===== src/rtl/note_player_pkg.sv =====
// Shared widths, state encoding and the note-to-phase-increment table for the music player.
package note_player_pkg;

    localparam int unsigned NOTE_W = 6;
    localparam int unsigned DUR_W  = 6;
    localparam int unsigned STEP_W = 20;

    typedef enum logic [1:0] {
        ST_IDLE    = 2'd0,
        ST_PLAYING = 2'd1,
        ST_DONE    = 2'd2
    } state_t;

    // Equal-tempered phase increment for a 2^20 accumulator at 48 kHz.
    // Note 1 is A1 (55 Hz); each group of 12 notes is one octave, so the
    // base semitone value is shifted left by the octave index.
    function automatic logic [STEP_W-1:0] note_step(input logic [NOTE_W-1:0] n);
        logic [NOTE_W-1:0] k;
        logic [3:0]        semi;
        logic [STEP_W-1:0] base;
        if (n == NOTE_W'(0)) begin
            return STEP_W'(0);
        end
        k    = n - NOTE_W'(1);
        semi = 4'(k % NOTE_W'(12));
        case (semi)
            4'd0:    base = STEP_W'(1201);
            4'd1:    base = STEP_W'(1273);
            4'd2:    base = STEP_W'(1349);
            4'd3:    base = STEP_W'(1429);
            4'd4:    base = STEP_W'(1514);
            4'd5:    base = STEP_W'(1604);
            4'd6:    base = STEP_W'(1699);
            4'd7:    base = STEP_W'(1800);
            4'd8:    base = STEP_W'(1907);
            4'd9:    base = STEP_W'(2021);
            4'd10:   base = STEP_W'(2141);
            4'd11:   base = STEP_W'(2268);
            default: base = STEP_W'(0);
        endcase
        return base << (k / NOTE_W'(12));
    endfunction

endpackage


===== src/rtl/note_player_frequency_rom.sv =====
// frequency_rom: synchronous ROM mapping a note index to its phase increment.
//   clk   in   system clock
//   addr  in   note index (0 = rest, returns 0)
//   data  out  phase increment, one cycle after addr
module frequency_rom
    import note_player_pkg::*;
(
    input  logic              clk,
    input  logic [NOTE_W-1:0] addr,
    output logic [STEP_W-1:0] data
);

    always_ff @(posedge clk) begin
        data <= note_step(addr);
    end

endmodule


===== src/rtl/note_player.sv =====
// note_player: accepts one note+duration per new_note, drives the phase increment
// for the sample generator and times the duration in beats, then pulses note_done.
//   clk, reset     system clock, synchronous active-high reset
//   play           1 = run, 0 = pause (count frozen, output silenced)
//   ff_switch0     1 = consume two beats per beat pulse
//   beat           one-cycle beat pulse
//   note, duration note payload, sampled on new_note
//   new_note       one-cycle load strobe
//   note_done      one-cycle pulse when the current note's duration elapsed
//   busy           high while a note is loaded and not yet done
//   step_size      phase increment, 0 = silence
module note_player
    import note_player_pkg::*;
(
    input  logic              clk,
    input  logic              reset,
    input  logic              play,
    input  logic              ff_switch0,
    input  logic              beat,
    input  logic [NOTE_W-1:0] note,
    input  logic [DUR_W-1:0]  duration,
    input  logic              new_note,
    output logic              note_done,
    output logic              busy,
    output logic [STEP_W-1:0] step_size
);

    state_t            state, state_n;
    logic [DUR_W-1:0]  remaining, remaining_n;
    logic [NOTE_W-1:0] note_q, note_n;
    logic              load;
    logic              fresh;
    logic [DUR_W-1:0]  dec;
    logic [STEP_W-1:0] rom_q;
    logic              sound;

    frequency_rom u_rom (
        .clk  (clk),
        .addr (note_q),
        .data (rom_q)
    );

    // Next-state, countdown and load decode.
    always_comb begin
        state_n     = state;
        remaining_n = remaining;
        note_n      = note_q;
        load        = 1'b0;
        dec         = ff_switch0 ? DUR_W'(2) : DUR_W'(1);
        case (state)
            ST_IDLE: begin
                load = new_note;
            end
            ST_PLAYING: begin
                if (new_note) begin
                    load = 1'b1;
                end else if (play) begin
                    if (remaining == DUR_W'(0)) begin
                        state_n = ST_DONE;
                    end else if (beat) begin
                        remaining_n = (remaining > dec) ? remaining - dec : DUR_W'(0);
                    end
                end
            end
            ST_DONE: begin
                load    = new_note;
                state_n = ST_IDLE;
            end
            default: begin
                state_n = ST_IDLE;
            end
        endcase
        if (load) begin
            state_n     = ST_PLAYING;
            remaining_n = duration;
            note_n      = note;
        end
        // The ROM output lags note_q by a cycle, so the cycle right after a
        // load (fresh) still carries the previous note's value and is muted.
        sound = (state_n == ST_PLAYING) && !load && !fresh && play && (note_q != NOTE_W'(0));
    end

    // State, payload and registered outputs.
    always_ff @(posedge clk) begin
        if (reset) begin
            state     <= ST_IDLE;
            remaining <= DUR_W'(0);
            note_q    <= NOTE_W'(0);
            fresh     <= 1'b0;
            busy      <= 1'b0;
            note_done <= 1'b0;
            step_size <= STEP_W'(0);
        end else begin
            state     <= state_n;
            remaining <= remaining_n;
            note_q    <= note_n;
            fresh     <= load;
            busy      <= (state_n == ST_PLAYING);
            note_done <= (state_n == ST_DONE);
            step_size <= sound ? rom_q : STEP_W'(0);
        end
    end

endmodule


===== config.mk =====
export PLATFORM = sky130hd
export DESIGN_NAME = note_player
export DESIGN_NICKNAME = d
export VERILOG_FILES = /design/src/rtl/note_player_pkg.sv /design/src/rtl/note_player_frequency_rom.sv /design/src/rtl/note_player.sv
export SDC_FILE = /design/constraint.sdc
export NUM_CORES = 1
export LEC_CHECK = 0
export ABC_AREA = 1
export ABC_CLOCK_PERIOD_IN_PS = 2900
export BUFFER_PORTS_ARGS = -buffer_cell sky130_fd_sc_hd__buf_2
export CELL_PAD_IN_SITES_DETAIL_PLACEMENT = 1
export CELL_PAD_IN_SITES_GLOBAL_PLACEMENT = 1
export CORE_MARGIN = 5
export CORE_UTILIZATION = 40
export CTS_BUF_LIST = sky130_fd_sc_hd__clkbuf_16
export CTS_CLUSTER_SIZE = 40
export DETAILED_ROUTE_END_ITERATION = 6
export GPL_ROUTABILITY_DRIVEN = 0
export PLACE_DENSITY = 0.82
export RECOVER_POWER = 50
export SLEW_MARGIN = 30
export SYNTH_ARGS = -nofsm -noshare
export SYNTH_HDL_FRONTEND = slang
export SYNTH_SLANG_ARGS = --single-unit

===== constraint.sdc =====
create_clock -name clk -period 2.9 [get_ports clk]
set_clock_uncertainty 0.15 [all_clocks]
set_input_delay 0.29 -clock clk [delete_from_list [all_inputs] [get_ports clk]]
set_output_delay 0.29 -clock clk [all_outputs]
set_load 0.02 [all_outputs]

# Yosys cells after proc, flatten, opt, wreduce, memory -nomap -nowiden
# Memory sizes are Yosys's and may differ from the RTL's.
# Index checks and enable logic that the tools add are counted.
dict set report word_totals {
  input_bits 18
  regBits 57
  memories 1
  output_inout_bits 22
  rom_bits 192
}
# name depth width read_ports rd_ports_with_merged_regs wr line_no
set memory_table {}
lappend memory_table {{(name not given)} 16 12 1 0 0 note_player_pkg.sv:26} ;# case (semi)
dict set report op_classes {
  n_lt_le_gt_ge 1
  add_sub_neg 2
  n_reduce_logical 16
  n_bitwise 1
  n_shift 1
  n_mux 19
  div_mod_pow 2
  n_eq_ne 6
}
# operator count
set op_table {}
lappend op_table {{$mux 20} 3}
lappend op_table {{$mux 6} 7}
lappend op_table {{$shl 20x6->20} 1}
lappend op_table {{$logic_not 6->1} 2}
lappend op_table {{$mux 2} 5}
lappend op_table {{$div 6x4->6 const B} 1}
lappend op_table {{$gt 6x2->1} 1}
lappend op_table {{$mod 6x4->6 const B} 1}
lappend op_table {{$reduce_bool 2->1} 3}
lappend op_table {{$reduce_bool 6->1} 1}
lappend op_table {{$sub 6x1->6 const B} 1}
lappend op_table {{$sub 6x2->6} 1}
lappend op_table {{$reduce_and 5->1} 1}
lappend op_table {{$eq 2x1->1 const B} 2}
lappend op_table {{$eq 2x2->1 const B} 2}
lappend op_table {{$logic_and 1x1->1} 4}
lappend op_table {{$pmux 2 s2} 1}
lappend op_table {{$reduce_or 2->1} 2}
lappend op_table {{$logic_not 1->1} 2}
lappend op_table {{$logic_not 2->1} 1}
lappend op_table {{$mux 1} 2}
lappend op_table {{$ne 2x1->1 const B} 1}
lappend op_table {{$ne 2x2->1 const B} 1}
lappend op_table {{$pmux 1 s2} 1}
lappend op_table {{$not 1->1} 1}

# Longest topological paths before layout
dict set report logic_depth {
  word_depth 13
  depth_mapped 20
  ltp_nobuf 20
}

# Modules after synthesis
# Synthesis repeated with hierarchy kept, for this count alone.
dict set report hier_totals {
  cells_unflattened 385
  hier_area_um2 2972.9
}
# module cells_per_inst seq_area_each_um2 area_per_inst_um2 n_inst
set by_module_without_submodules {}
lappend by_module_without_submodules {note_player 174 740.7 1631.6 1}
lappend by_module_without_submodules {frequency_rom 211 380.4 1341.3 1}

# Worst setup path before layout
# OpenSTA, ideal clock, no wires.
dict set report synth_timing {
  kind {reg-to-reg}
  startpoint {register note_q[0]}
  endpoint {register u_rom.data[7]}
  setup_time_ns 0.114
  setup_slack_ns 0.638
  stages_incl_launch_ff 19
  required_time_ns 2.636
  arrival_time_ns 1.998
  path_cell_list {dfxtp_1 -> inv_2 -> ha_1 -> nand3_1 -> nand2_1 -> nand2_1 -> nand2_1 -> nand3_1 -> nand2_2 -> inv_2 -> nand2_2 -> nand2_4 -> inv_2 -> nand2_1 -> nand3_1 -> nand2_1 -> nand2_1 -> nand3_1 -> nand2_1}
}
dict set report synth_between {
  elab_chain_cells 6
  elab_cells_between_ends 9
  cone_classes {add/sub (1); div (2); shift (1); mux (3); reduce/logical (1); memory (1)}
}
# item line_no
set synth_lines {}
lappend synth_lines {{start, declared} note_player.sv:30} ;# logic [NOTE_W-1:0] note_q, note_n;
lappend synth_lines {{start signal, assigned} note_player.sv:96} ;# note_q <= note_n;
lappend synth_lines {{$sub 6x1->6} note_player_pkg.sv:24} ;# k = n - NOTE_W'(1);
lappend synth_lines {{$mod 6x4->6} note_player_pkg.sv:25} ;# semi = 4'(k % NOTE_W'(12));
lappend synth_lines {{$mem_v2 16x12} --}
lappend synth_lines {{$mux 20} note_player_pkg.sv:24}
lappend synth_lines {{$shl 20x6->20} note_player_pkg.sv:41} ;# return base << (k / NOTE_W'(12));
lappend synth_lines {{$mux 20 (*)} note_player_pkg.sv:24}
lappend synth_lines {{end signal, assigned} note_player_frequency_rom.sv:14} ;# data <= note_step(addr);
lappend synth_lines {{end, declared} note_player_frequency_rom.sv:10} ;# output logic [STEP_W-1:0] data
# Every way passes the cells marked *; elsewhere a longest branch is shown, timed or not. The select of a mux whose other input is x is not followed.
# A chain may end at the register's enable or synchronous reset.

# Worst setup path after layout
# Ends and elaborated chain as after synthesis.

==> metrics <==
Clock Latency Late Sink 0.29 ns; fin crit share 88.8%; measured slew at the worst slew-check pin 0.592 ns; FP Rows 29; antenna viol nets, final 0; P_int 1.45 mW; Initial Utilization 41.0%; kind of critical path flip-flop to flip-flop; GRT Util Overall 15.9%; arrival time worst endpoint 2.61 ns; ratio of cells with drive above 1 in the final layout 12.2%; CP Capture Type flip-flop; Placed Area 2890 sq um; Area growth syn-to-layout 15.7%; Hold Slack 0.0949 ns; area leader, netlist dfxtp_1; power density cells 759 nW/um^2; CTS tree built; global route overflow 0; CP max FO 12; post-synthesis cell count 366; most common cell in the netlist nand2_1; Worst Setup Start Kind flip-flop; I/O pins 40; Netlist Area Pre-Place 2610 sq um; max_cap viols 0; EDFF count, synth 0; initial antenna violation count 0; routed vias 2410; Multi-input gate area 1260 sq um; area of the core 6350 sq um; clock share of power 26.6%; CP required 2.94 ns; Routed WL 6.15 mm; CTS root buffer clkbuf_16; Logic pwr share 33.4%; Reg clk slew, reported paths 0.07 ns; Psw 0.842 mW; synth cell count leaders nand2_1 (89), dfxtp_1 (55), nand3_1 (49), inv_1 (44), nor2_1 (41); Reg area 1100 sq um; DP Cell Count 480; HP Class primary input to flip-flop; register area share after synthesis 42.2%; Non-Filler Instances 488; Post-DP HPWL 4.89 mm; CTS Buffer Depth 2; ranking of synthesized cells by area dfxtp_1 (42%), nand2_1 (13%), nand3_1 (9.4%); Fmax achieved 388 MHz; fill count 866; first-pass GRT wire length 11.1 mm; die span in y 90.7 um; met2 Usage GRT 27.4%; Pre-Repair DR Iteration Count 4; Finished Cell Area 3020 sq um; Setup violations, final 0; CTS sink cnt 55; GRT Max-Usage Layer met2; Slew HR 60.6%; synth unique cells 34; post-layout min period 2.57 ns; fin nets 436; status finished, final reports clean; VDD IR max 0.521 mV; #FFs+latches synth 55; Sw Share 36.8%; routed vias/inst 4.94; share of the synthesized area in the top cell type 42.2%; Syn Area/Cell 7.12 sq um; Synth warnings 0; IO Port Bufs 38; # DRC 0; 1st-iter DRT viols 65; max-slew violations 0; Post-synth top flop dfxtp_1; Synth async-reset ratio 0%; Hold Buf Count CTS 0; die area 8230 sq um; Lkg Pwr 1.47 nW; per-cell routed wire length 12.6 um; H-tree levels 2; met3 Usage GRT 3.50%; Seq pwr share 40.1%; Num CTS Buffers 5; largest net degree at the start of global routing 20; unrepaired setup endpoints after global routing false; antenna fix cells 0; number of global-route vias before repair 2490; Setup TNS 0 ns; Final Hold Fails 0; DIE WIDTH 90.7 um; GR Util met1 19.8%
-- area by class of cell --
class,instances,share of cell area [%]
Timing Repair Buffer,42,6.30
Tap cell,77,3.19
Sequential cell,55,36.5
Clock buffer,5,4.15
Clock inverter,3,0.830
Multi-Input combinational cell,250,41.9
Inverter,56,7.05
-- worst max-delay path, cell delays in order, from the launching register on --
cell,delay [ns]
dfxtp_2,0.36
inv_2,0.14
ha_1,0.23
nand4_1,0.15
nand2_1,0.17
nand2_1,0.08
nand2_1,0.09
nand3_1,0.08
nand2_2,0.12
inv_2,0.04
nand2_2,0.09
nand2_2,0.17
inv_4,0.15
nand3_1,0.12
nand2_1,0.10
nand2_1,0.07
nand3_1,0.10
nand2_1,0.05
-- placed cells by master (no fill, tap or decap), types with 7 or more instances in the layout --
master / instances
a211oi_1: 8
nand3_1: 49
nor2_1: 41
nand2_1: 89
inv_2: 9
dfxtp_1: 54
clkbuf_1: 22
ha_1: 7
nor3_1: 8
inv_1: 44
buf_2: 17
-- kinds of logic (layout without fill, tap and decap cells) --
| logic type | after synthesis | in the layout | synth area share, % |
|---|---|---|---|
| compound gates | 31 | 31 | 7.97 |
| xor+xnor | 5 | 5 | 1.68 |
| fa+ha+maj | 8 | 8 | 4.13 |
| buf+inv | 64 | 106 | 9.65 |
| flops | 55 | 55 | 42.2 |
| other cells | 1 | 4 | 0.144 |
| simple gates | 202 | 202 | 34.2 |
-- path summary, 6_finish.rpt --
kind / end / startpoint / cells past startpoint / slack [ns]
max: u_rom.data[7] / note_q[0] / 17 / 0.33
min reg2reg: step_size[16] / u_rom.data[16] / 2 / 0.26
min: remaining[2] / duration[2] / 3 / 0.09
max reg2reg: u_rom.data[7] / note_q[0] / 17 / 0.33
-- routing by layer --
layer / wire length [um] / vias up
met4: 86 / 0
li1: - / 1242
met5: 0 / -
met3: 171 / 7
met2: 2990 / 23
met1: 2910 / 1138
-- through the flow --
| stage | total power [mW] | util, % | setup WS (ns) |
|---|---|---|---|
| after floorplan | 1.52 | - | 0.638 |
| after global placement | 1.67 | 45.6 | 0.324 |
| after detailed placement | 1.70 | 45.6 | 0.204 |
| after CTS | 2.31 | 47.9 | 0.185 |
| after global routing | 2.49 | 47.5 | 0.0106 |
| final | 2.29 | 47.5 | 0.325 |
-- power by group through the flow --
| stage | Combinational [mW] | Clock (mW) | Sequential, mW |
|---|---|---|---|
| after floorplan | 0.586 | 0 | 0.936 |
| after detailed placement | 0.762 | 0 | 0.937 |
| after global routing | 0.886 | 0.667 | 0.934 |
| after global placement | 0.739 | 0 | 0.933 |
| after CTS | 0.767 | 0.625 | 0.919 |
| final | 0.764 | 0.608 | 0.918 |
-- sequential cells by signal (all words and copies together), names as in the netlist --
name and flops:
step_size 19, u_rom.data 19, note_q 6, remaining 6, state 2, busy 1
fresh 1, note_done 1
-- repair_timing --
item                       in CTS  in global routing
buffers inserted                0                  0
resized for setup               0                  2
setup endpoints to repair       0                 14
(Power assumes the default switching activity.)
